--- src/rtl/bram_port_arbiter.sv ---
// Round-robin two-requester arbiter in front of a single-port BRAM.
// Registers one command per cycle onto the BRAM port and returns read data to the issuing requester.
module bram_port_arbiter #(
    parameter int ADDR_W = 5,
    parameter int DATA_W = 32,
    parameter int RD_LAT = 1
) (
    input  logic              clk,
    input  logic              rst_n,
    input  logic              req0,
    input  logic              req1,
    input  logic              we0,
    input  logic              we1,
    input  logic [ADDR_W-1:0] addr0,
    input  logic [ADDR_W-1:0] addr1,
    input  logic [DATA_W-1:0] wdata0,
    input  logic [DATA_W-1:0] wdata1,
    output logic              gnt0,
    output logic              gnt1,
    output logic              rvalid0,
    output logic              rvalid1,
    output logic [DATA_W-1:0] rdata0,
    output logic [DATA_W-1:0] rdata1,
    output logic              ena_A,
    output logic              wea_A,
    output logic [ADDR_W-1:0] addra_A,
    output logic [DATA_W-1:0] dina_A,
    input  logic [DATA_W-1:0] douta_A
);

    // Stage 0 lines up with ena_A; stage RD_LAT lines up with douta_A valid.
    localparam int DEPTH = RD_LAT + 1;

    logic              prio;
    logic              acc0;
    logic              acc1;
    logic              acc;
    logic              sel_we;
    logic [ADDR_W-1:0] sel_addr;
    logic [DATA_W-1:0] sel_wdata;
    logic [DEPTH-1:0]  tag_rd;
    logic [DEPTH-1:0]  tag_own;

    // Grants are gated by rst_n so nothing is accepted while reset is held.
    assign gnt0 = rst_n & req0 & (~req1 | ~prio);
    assign gnt1 = rst_n & req1 & (~req0 | prio);

    assign acc0 = req0 & gnt0;
    assign acc1 = req1 & gnt1;
    assign acc  = acc0 | acc1;

    assign sel_we    = acc1 ? we1    : we0;
    assign sel_addr  = acc1 ? addr1  : addr0;
    assign sel_wdata = acc1 ? wdata1 : wdata0;

    always_ff @(posedge clk or negedge rst_n) begin
        if (!rst_n) begin
            prio    <= 1'b0;
            ena_A   <= 1'b0;
            wea_A   <= 1'b0;
            addra_A <= '0;
            dina_A  <= '0;
        end else begin
            if (acc0) begin
                prio <= 1'b1;
            end else if (acc1) begin
                prio <= 1'b0;
            end
            ena_A <= acc;
            wea_A <= acc & sel_we;
            if (acc) begin
                addra_A <= sel_addr;
                dina_A  <= sel_wdata;
            end
        end
    end

    always_ff @(posedge clk or negedge rst_n) begin
        if (!rst_n) begin
            tag_rd  <= '0;
            tag_own <= '0;
            rvalid0 <= 1'b0;
            rvalid1 <= 1'b0;
            rdata0  <= '0;
            rdata1  <= '0;
        end else begin
            tag_rd  <= {tag_rd[DEPTH-2:0], acc & ~sel_we};
            tag_own <= {tag_own[DEPTH-2:0], acc1};
            rvalid0 <= tag_rd[DEPTH-1] & ~tag_own[DEPTH-1];
            rvalid1 <= tag_rd[DEPTH-1] & tag_own[DEPTH-1];
            if (tag_rd[DEPTH-1] && !tag_own[DEPTH-1]) begin
                rdata0 <= douta_A;
            end
            if (tag_rd[DEPTH-1] && tag_own[DEPTH-1]) begin
                rdata1 <= douta_A;
            end
        end
    end

endmodule

--- config.mk ---
export PLATFORM = sky130hd
export DESIGN_NAME = bram_port_arbiter
export DESIGN_NICKNAME = d
export VERILOG_FILES = /design/src/rtl/bram_port_arbiter.sv
export SDC_FILE = /design/constraint.sdc
export NUM_CORES = 1
export LEC_CHECK = 0
export CAP_MARGIN = 20
export CORE_MARGIN = 4
export CORE_UTILIZATION = 40
export CTS_BUF_LIST = sky130_fd_sc_hd__clkbuf_16
export DETAILED_ROUTE_END_ITERATION = 10
export PLACE_DENSITY = 0.9
export SYNTH_ARGS = -nofsm -noshare
export SYNTH_HDL_FRONTEND = slang
export SYNTH_SLANG_ARGS = --single-unit
--- constraint.sdc ---
create_clock -name clk -period 1.75 [get_ports clk]
set_input_delay 0.35 -clock clk [delete_from_list [all_inputs] [get_ports clk]]
set_output_delay 0.35 -clock clk [all_outputs]
set_load 0.1 [all_outputs]
==> results of run 1 <==
==> power groups by stage <==
stage          clock [mW]  combinational (mW)  sequential (mW)
6_report             2.11                7.63             3.71
5_1_grt              2.25                7.81             3.78
4_1_cts              2.13                7.68             3.71
3_5_place_dp            0                7.67             3.76
3_3_place_gp            0                7.55             3.70
2_1_floorplan           0               0.772             7.36
==> Yosys cell counts <==
library cell / instances
sky130_fd_sc_hd__buf_12: 1
sky130_fd_sc_hd__o21ai_0: 36
sky130_fd_sc_hd__a31oi_2: 3
sky130_fd_sc_hd__buf_8: 2
sky130_fd_sc_hd__o32ai_1: 3
sky130_fd_sc_hd__and3_1: 1
sky130_fd_sc_hd__buf_4: 4
sky130_fd_sc_hd__and2_2: 1
sky130_fd_sc_hd__nor3_1: 3
sky130_fd_sc_hd__mux2_2: 64
sky130_fd_sc_hd__dfrtp_1: 110
sky130_fd_sc_hd__o21a_1: 1
sky130_fd_sc_hd__clkbuf_2: 2
sky130_fd_sc_hd__inv_1: 1
sky130_fd_sc_hd__clkbuf_1: 4
sky130_fd_sc_hd__nand3_2: 10
sky130_fd_sc_hd__buf_2: 12
sky130_fd_sc_hd__nor2_1: 40
sky130_fd_sc_hd__nor2b_4: 1
sky130_fd_sc_hd__nand2b_1: 1
sky130_fd_sc_hd__nand3_1: 25
sky130_fd_sc_hd__clkbuf_8: 3
sky130_fd_sc_hd__clkbuf_4: 1
sky130_fd_sc_hd__nor2b_1: 1
sky130_fd_sc_hd__and2_1: 1
sky130_fd_sc_hd__buf_6: 2
sky130_fd_sc_hd__a21boi_0: 1
sky130_fd_sc_hd__a31oi_1: 31
sky130_fd_sc_hd__nand2_1: 4
==> path summary, 6_finish.rpt <==
check                      cells past startpoint  slack [ns]      start         end
max                                            3        0.10       prio        gnt0
max reg2reg                                    4        0.46       prio   tag_rd[0]
min in group clk                               0        0.36  tag_rd[0]   tag_rd[1]
min reg2reg                                    0        0.36  tag_rd[0]   tag_rd[1]
min                                            2        0.18      rst_n  rdata1[13]
max in group asynchronous                      2        1.15      rst_n  dina_A[28]
==> per-layer routing <==
metal  track usage, %  wire, um
met1             23.7      5220
met2             40.6      7820
met3             6.63      1070
met4             10.7       629
met5                0         0
==> layout make-up <==
| type | count | area share, % |
|---|---|---|
| repair buffers | 232 | 41.5 |
| inverters | 1 | 0.0449 |
| flip-flops and latches | 110 | 33.0 |
| clock inverters | 7 | 0.929 |
| well taps | 140 | 2.10 |
| multi-input cells | 227 | 19.8 |
| clock buffers | 9 | 2.70 |
==> critical path: cells and delay by family, from the launching register on <==
kind | cells | cell delay (ns)
buf+inv | 1 | 0.18
simple gates | 2 | 0.32
flops | 1 | 0.45
==> kinds of logic (layout without fill, tap and decap cells) <==
kind of cell / after synthesis / count (layout) / synth area share [%]
DFF: 110 / 110 / 59.6
and+or+nand+nor: 88 / 88 / 9.78
AOI/OAI and AO/OA: 75 / 75 / 9.81
muxes: 64 / 64 / 15.6
buffers and inverters: 32 / 249 / 5.20
==> flip-flops by register name (all words and copies together), names as in the netlist <==
register	cells
dina_A	32
rdata0	32
rdata1	32
addra_A	5
tag_own	2
tag_rd	2
ena_A	1
prio	1
rvalid0	1
rvalid1	1
wea_A	1
==> per-stage QoR <==
step,utilization (%),setup WS [ns]
finish,75.4,0.102
global route,75.4,0.0719
global placement,72.7,0.0286
floorplan,-,0.240
detailed placement,72.7,-0.0605
CTS,75.4,0.0981
==> cell usage in the layout (no fill, tap or decap), types with 2 or more instances in the layout <==
master | synthesis | routed
sky130_fd_sc_hd__a31oi_1 | 31 | 31
sky130_fd_sc_hd__a31oi_2 | 3 | 3
sky130_fd_sc_hd__buf_12 | 1 | 116
sky130_fd_sc_hd__buf_4 | 4 | 6
sky130_fd_sc_hd__clkbuf_16 | 0 | 9
sky130_fd_sc_hd__clkdlybuf4s50_1 | 0 | 108
sky130_fd_sc_hd__dfrtp_1 | 110 | 110
sky130_fd_sc_hd__dlygate4sd2_1 | 0 | 2
sky130_fd_sc_hd__inv_1 | 1 | 2
sky130_fd_sc_hd__inv_6 | 0 | 4
sky130_fd_sc_hd__mux2_2 | 64 | 64
sky130_fd_sc_hd__nand2_1 | 4 | 3
sky130_fd_sc_hd__nand3_1 | 25 | 25
sky130_fd_sc_hd__nand3_2 | 10 | 10
sky130_fd_sc_hd__nor2_1 | 40 | 38
sky130_fd_sc_hd__nor2_4 | 0 | 2
sky130_fd_sc_hd__nor2b_4 | 1 | 2
sky130_fd_sc_hd__nor3_1 | 3 | 3
sky130_fd_sc_hd__o21ai_0 | 36 | 36
sky130_fd_sc_hd__o32ai_1 | 3 | 3
==> results.json, run 1 <==
{
  "yosys.area.top_type": "sky130_fd_sc_hd__dfrtp_1",
  "drt-total-wl_mm": 14.7,
  "drtAntennaViolNets": 0,
  "instances_no_fill": 726,
  "critical-path-slowest-cell": "sky130_fd_sc_hd__dfrtp_1",
  "hold_class": "in -> async",
  "post_synthesis_sequential_area_ratio_pct": 59.6,
  "dp_cell_count": 710,
  "placement.cell_area_sq_um": 8050,
  "post_cts.repair.setup_buffers": 0,
  "start_util_pct": 41.7,
  "clock_skew_ns": 0.00945,
  "power_switching_share_pct": 48.0,
  "yosys_warnings": 0,
  "clock_period_minus_worst_slack_ns": 1.65,
  "pin_count": 219,
  "globalRouteTotalUtil_pct": 22.4,
  "clock_latency_ns": 0.34,
  "cp-end-kind": "output port",
  "fin_total_pwr_mw": 13.4,
  "synthesized_cell_area_sq_um": 4620,
  "cts_tree": "yes",
  "place.detailed.hpwl_mm": 11.4,
  "multi_input_area_sq_um": 1650,
  "layout-drive-gt1-share_pct": 37.7,
  "pwr_density_cell_nw_per_um2": 1610,
  "max_cap_violations": 0,
  "dr_total_vias": 3874,
  "final_setup_violations": 0,
  "grt_pass1_vias": 4318,
  "drt_first_iter_violations": 178,
  "row_count": 38,
  "synth.avg_cell_area_sq_um": 12.5,
  "netSwitchingPower_mw": 6.45,
  "irDropWorstVdd_v": 0.00129,
  "clock_power_share_pct": 15.7,
  "maximum_number_of_pins_on_one_net_before_global_route_repair": 111,
  "ctsHtreeMaxLevel": 3,
  "grt_overflow": 0,
  "ys_top_cells_by_area": "sky130_fd_sc_hd__dfrtp_1 (60%), sky130_fd_sc_hd__mux2_2 (16%), sky130_fd_sc_hd__a31oi_1 (4.2%)",
  "cts_made_buffers": 9,
  "cp.arrival_ns": 1.30,
  "power.share.sequential_pct": 27.6,
  "design.die.area_sq_um": 13300,
  "final.period_utilization_pct": 94.2,
  "antenna-diode-count": 0,
  "syn2layout_area_growth_pct": 80.9,
  "cts.clk_slew.worst_paths_ns": 0.08,
  "design.final.nets": 693,
  "relSlewSlack_pct": 62.1,
  "timing_worst_slew_pin_value_ns": 0.568,
  "gpl.final_weighted_congestion": 0.842,
  "p_int_mw": 6.99,
  "crit_path_cell_trace": "and2_4 -> nor2_4 -> buf_12",
  "design.core.area_sq_um": 11100,
  "post-route-drc-count": 0,
  "cts_num_sinks": 110,
  "synthDominantCellAreaShare_pct": 59.6,
  "route.detailed.vias_per_inst": 5.34,
  "drv_slew": 0,
  "finalHoldViolations": 0,
  "timing.critical_path.slowest_cell_delay_ns": 0.45,
  "root_buffer": "sky130_fd_sc_hd__clkbuf_16",
  "number_of_cells_upsized_or_downsized_after_cts": 4,
  "pwr-share-comb_pct": 56.8,
  "fin_tns_setup_ns": 0,
  "grt_setup_unrepaired": "no",
  "max_freq_mhz": 607,
  "cts.hold.buffers_added": 0,
  "power.leakage_nw": 3.50,
  "die_y_um": 115,
  "clock_tree.buffer_depth": 2,
  "final_layout_worst_hold_slack_ns": 0.184,
  "die_width_um": 115,
  "detail_route.wl_per_cell_um": 20.3,
  "critical_path_required_ns": 1.40,
  "placement.io_buffers": 218,
  "mappedNetlistNets": 481,
  "synth.lib_cells_used.distinct": 29,
  "layout.area.seq_sq_um": 2750,
  "outcome": "finished, final reports clean",
  "global_route_wire_length_before_repair_mm": 22.9,
  "instance_count_of_the_mapped_netlist": 369,
  "ys_ff_latch": 110,
  "timing.setup.critical_path_class": "reg -> out",
  "final_standard_cell_area_without_fillers_sq_um": 8350,
  "drtPass1Iterations": 5,
  "crit_path_start_kind": "flip-flop",
  "worstPathMaxFanout": 5,
  "antenna_found_initial": 0,
  "fillers": 677
}
Power figures use the tool's default switching activity.
==> run 2, diff against run 1 <==
- CORE_MARGIN: 4 -> unset
==> run 2 against run 1 <==
Effect of this change: clock power decreased by 7%; total power shrank 1.2%; first-iteration DRC count is 37% higher; routed wire length fell by 6.1%; flip-flop and latch count is the same; critical path depth is 1 higher.
==> results.json, run 2 (synthesis results as in run 1) <==
{
  "outcome": "finished, final reports clean",
  "clock_latency_ns": 0.35,
  "row_count": 38,
  "route.detailed.vias_per_inst": 5.29,
  "fillers": 699,
  "max_freq_mhz": 588,
  "timing_worst_slew_pin_value_ns": 0.596,
  "detail_route.wl_per_cell_um": 19.1,
  "worst_r2r_path_depth": 3,
  "start_util_pct": 41.9,
  "hold_class": "in -> async",
  "finalHoldViolations": 0,
  "multi_input_area_sq_um": 1650,
  "grt_setup_unrepaired": "no",
  "mostFrequentLayoutCell": "sky130_fd_sc_hd__buf_12",
  "gpl.final_weighted_congestion": 0.872,
  "design.die.area_sq_um": 12000,
  "pwr-share-comb_pct": 57.3,
  "relSlewSlack_pct": 60.2,
  "antenna-diode-count": 0,
  "place.detailed.hpwl_mm": 10.5,
  "clock_period_minus_worst_slack_ns": 1.70,
  "critical_path_required_ns": 1.40,
  "globalRouteTotalUtil_pct": 24.4,
  "worstPathMaxFanout": 4,
  "antenna_found_initial": 0,
  "timing.critical_path.slowest_cell_delay_ns": 0.53,
  "design.core.area_sq_um": 11000,
  "critical-path-slowest-cell": "sky130_fd_sc_hd__clkdlybuf4s50_1",
  "crit_path_cell_trace": "clkdlybuf4s50_1 -> nor2b_4 -> nor2_4 -> buf_12",
  "clock_tree.buffer_depth": 2,
  "clock_power_share_pct": 14.8,
  "drtAntennaViolNets": 0,
  "max_cap_violations": 0,
  "cp.arrival_ns": 1.35,
  "root_buffer": "sky130_fd_sc_hd__clkbuf_16",
  "cts_num_sinks": 110,
  "layout.cells.most_common_list": "sky130_fd_sc_hd__buf_12 (115), sky130_fd_sc_hd__dfrtp_1 (109), sky130_fd_sc_hd__clkdlybuf4s50_1 (109)",
  "ctsHtreeMaxLevel": 3,
  "timing.setup.critical_path_class": "in -> out",
  "layout.area.seq_sq_um": 2750,
  "cts.hold.buffers_added": 0,
  "p_int_mw": 6.95,
  "power.share.sequential_pct": 27.9,
  "power.leakage_nw": 3.49,
  "syn2layout_area_growth_pct": 80.2,
  "power_switching_share_pct": 47.7,
  "cp-end-kind": "output port",
  "biggestRegsByFlops": "dina_A: 32 flops, rdata0: 32 flops, rdata1: 32 flops",
  "drv_slew": 0,
  "die_width_um": 109,
  "fin_total_pwr_mw": 13.3,
  "drt_first_iter_violations": 244,
  "clock_skew_ns": 0.00616,
  "pwr_density_cell_nw_per_um2": 1600,
  "dp_cell_count": 710,
  "die_y_um": 109,
  "grt_overflow": 0,
  "final_setup_violations": 0,
  "pin_count": 219,
  "drtPass1Iterations": 4,
  "design.final.nets": 693,
  "layout-drive-gt1-share_pct": 37.6,
  "reg2reg_to": "rdata0[13]",
  "worst-r2r-setup-slack_ns": 0.38,
  "fin_tns_setup_ns": 0,
  "cts_tree": "yes",
  "global_route_wire_length_before_repair_mm": 21.8,
  "cts.clk_slew.worst_paths_ns": 0.06,
  "post_cts.repair.setup_buffers": 0,
  "post-route-drc-count": 0,
  "crit_path_start_kind": "input port",
  "dr_total_vias": 3834,
  "maximum_number_of_pins_on_one_net_before_global_route_repair": 111,
  "placement.io_buffers": 218,
  "final.period_utilization_pct": 97.1,
  "instances_no_fill": 725,
  "netSwitchingPower_mw": 6.34,
  "drt-total-wl_mm": 13.8,
  "cts_made_buffers": 9,
  "grt_pass1_vias": 4156,
  "final_layout_worst_hold_slack_ns": 0.161,
  "irDropWorstVdd_v": 0.00148,
  "crit-reg2reg-launch": "tag_own[1]"
}
[run 2: layer usage]
layer / part of all wire (%) / vias up / GRT usage [%]
met4: 3.9 / 0 / 13.2
li1: - / 1742 / -
met1: 35 / 1879 / 25.8
met2: 54 / 176 / 44.1
met3: 6.9 / 37 / 6.16
met5: 0 / - / 0
[run 2: layout make-up]
class	instances	area share (%)
inverter	1	0.0451
timing repair buffer	232	41.6
clock inverter	6	0.661
tap	140	2.10
clock buffer	9	2.71
sequential	110	33.1
multi-input combinational	227	19.8
[run 2: worst max-delay path by stage]
stage                     startpoint         end  slack [ns]
final                           req0        gnt1        0.05
after global routing            req0        gnt1       0.003
after CTS                       prio        gnt0        0.03
after detailed placement        req1  dina_A[18]       0.002
after global placement          req1        gnt1        0.05
after floorplan                 req1        gnt1        0.24
[run 2: critical path, delay by kind of cell]
kind	cells	cell delay, ns
buf+inv	2	0.69
simple gates	2	0.30
[run 2: power groups by stage]
| stage | Combinational (mW) | Sequential [mW] | Clock, mW |
|---|---|---|---|
| 6_report | 7.61 | 3.71 | 1.97 |
| 5_1_grt | 7.80 | 3.78 | 2.12 |
| 4_1_cts | 7.65 | 3.72 | 2.01 |
| 3_5_place_dp | 7.63 | 3.76 | 0 |
| 3_3_place_gp | 7.53 | 3.70 | 0 |
| 2_1_floorplan | 0.772 | 7.36 | 0 |
[run 2: through the flow]
stage / util [%] / worst slack [ns] / cell area [sq um]
global route: 75.5 / 0.00265 / 8320
detailed placement: 72.9 / 0.00169 / 8040
global placement: 72.9 / 0.0491 / 8040
floorplan: - / 0.240 / 4630
CTS: 75.4 / 0.0339 / 8320
finish: 75.5 / 0.0508 / 8320
[run 2: timing repair]
action | 4_1_cts | 5_1_grt
endpoints found under the setup margin | 1 | 2
endpoints found under the hold margin | 0 | 0
pin swaps | 0 | 0
resized for setup | 1 | 2
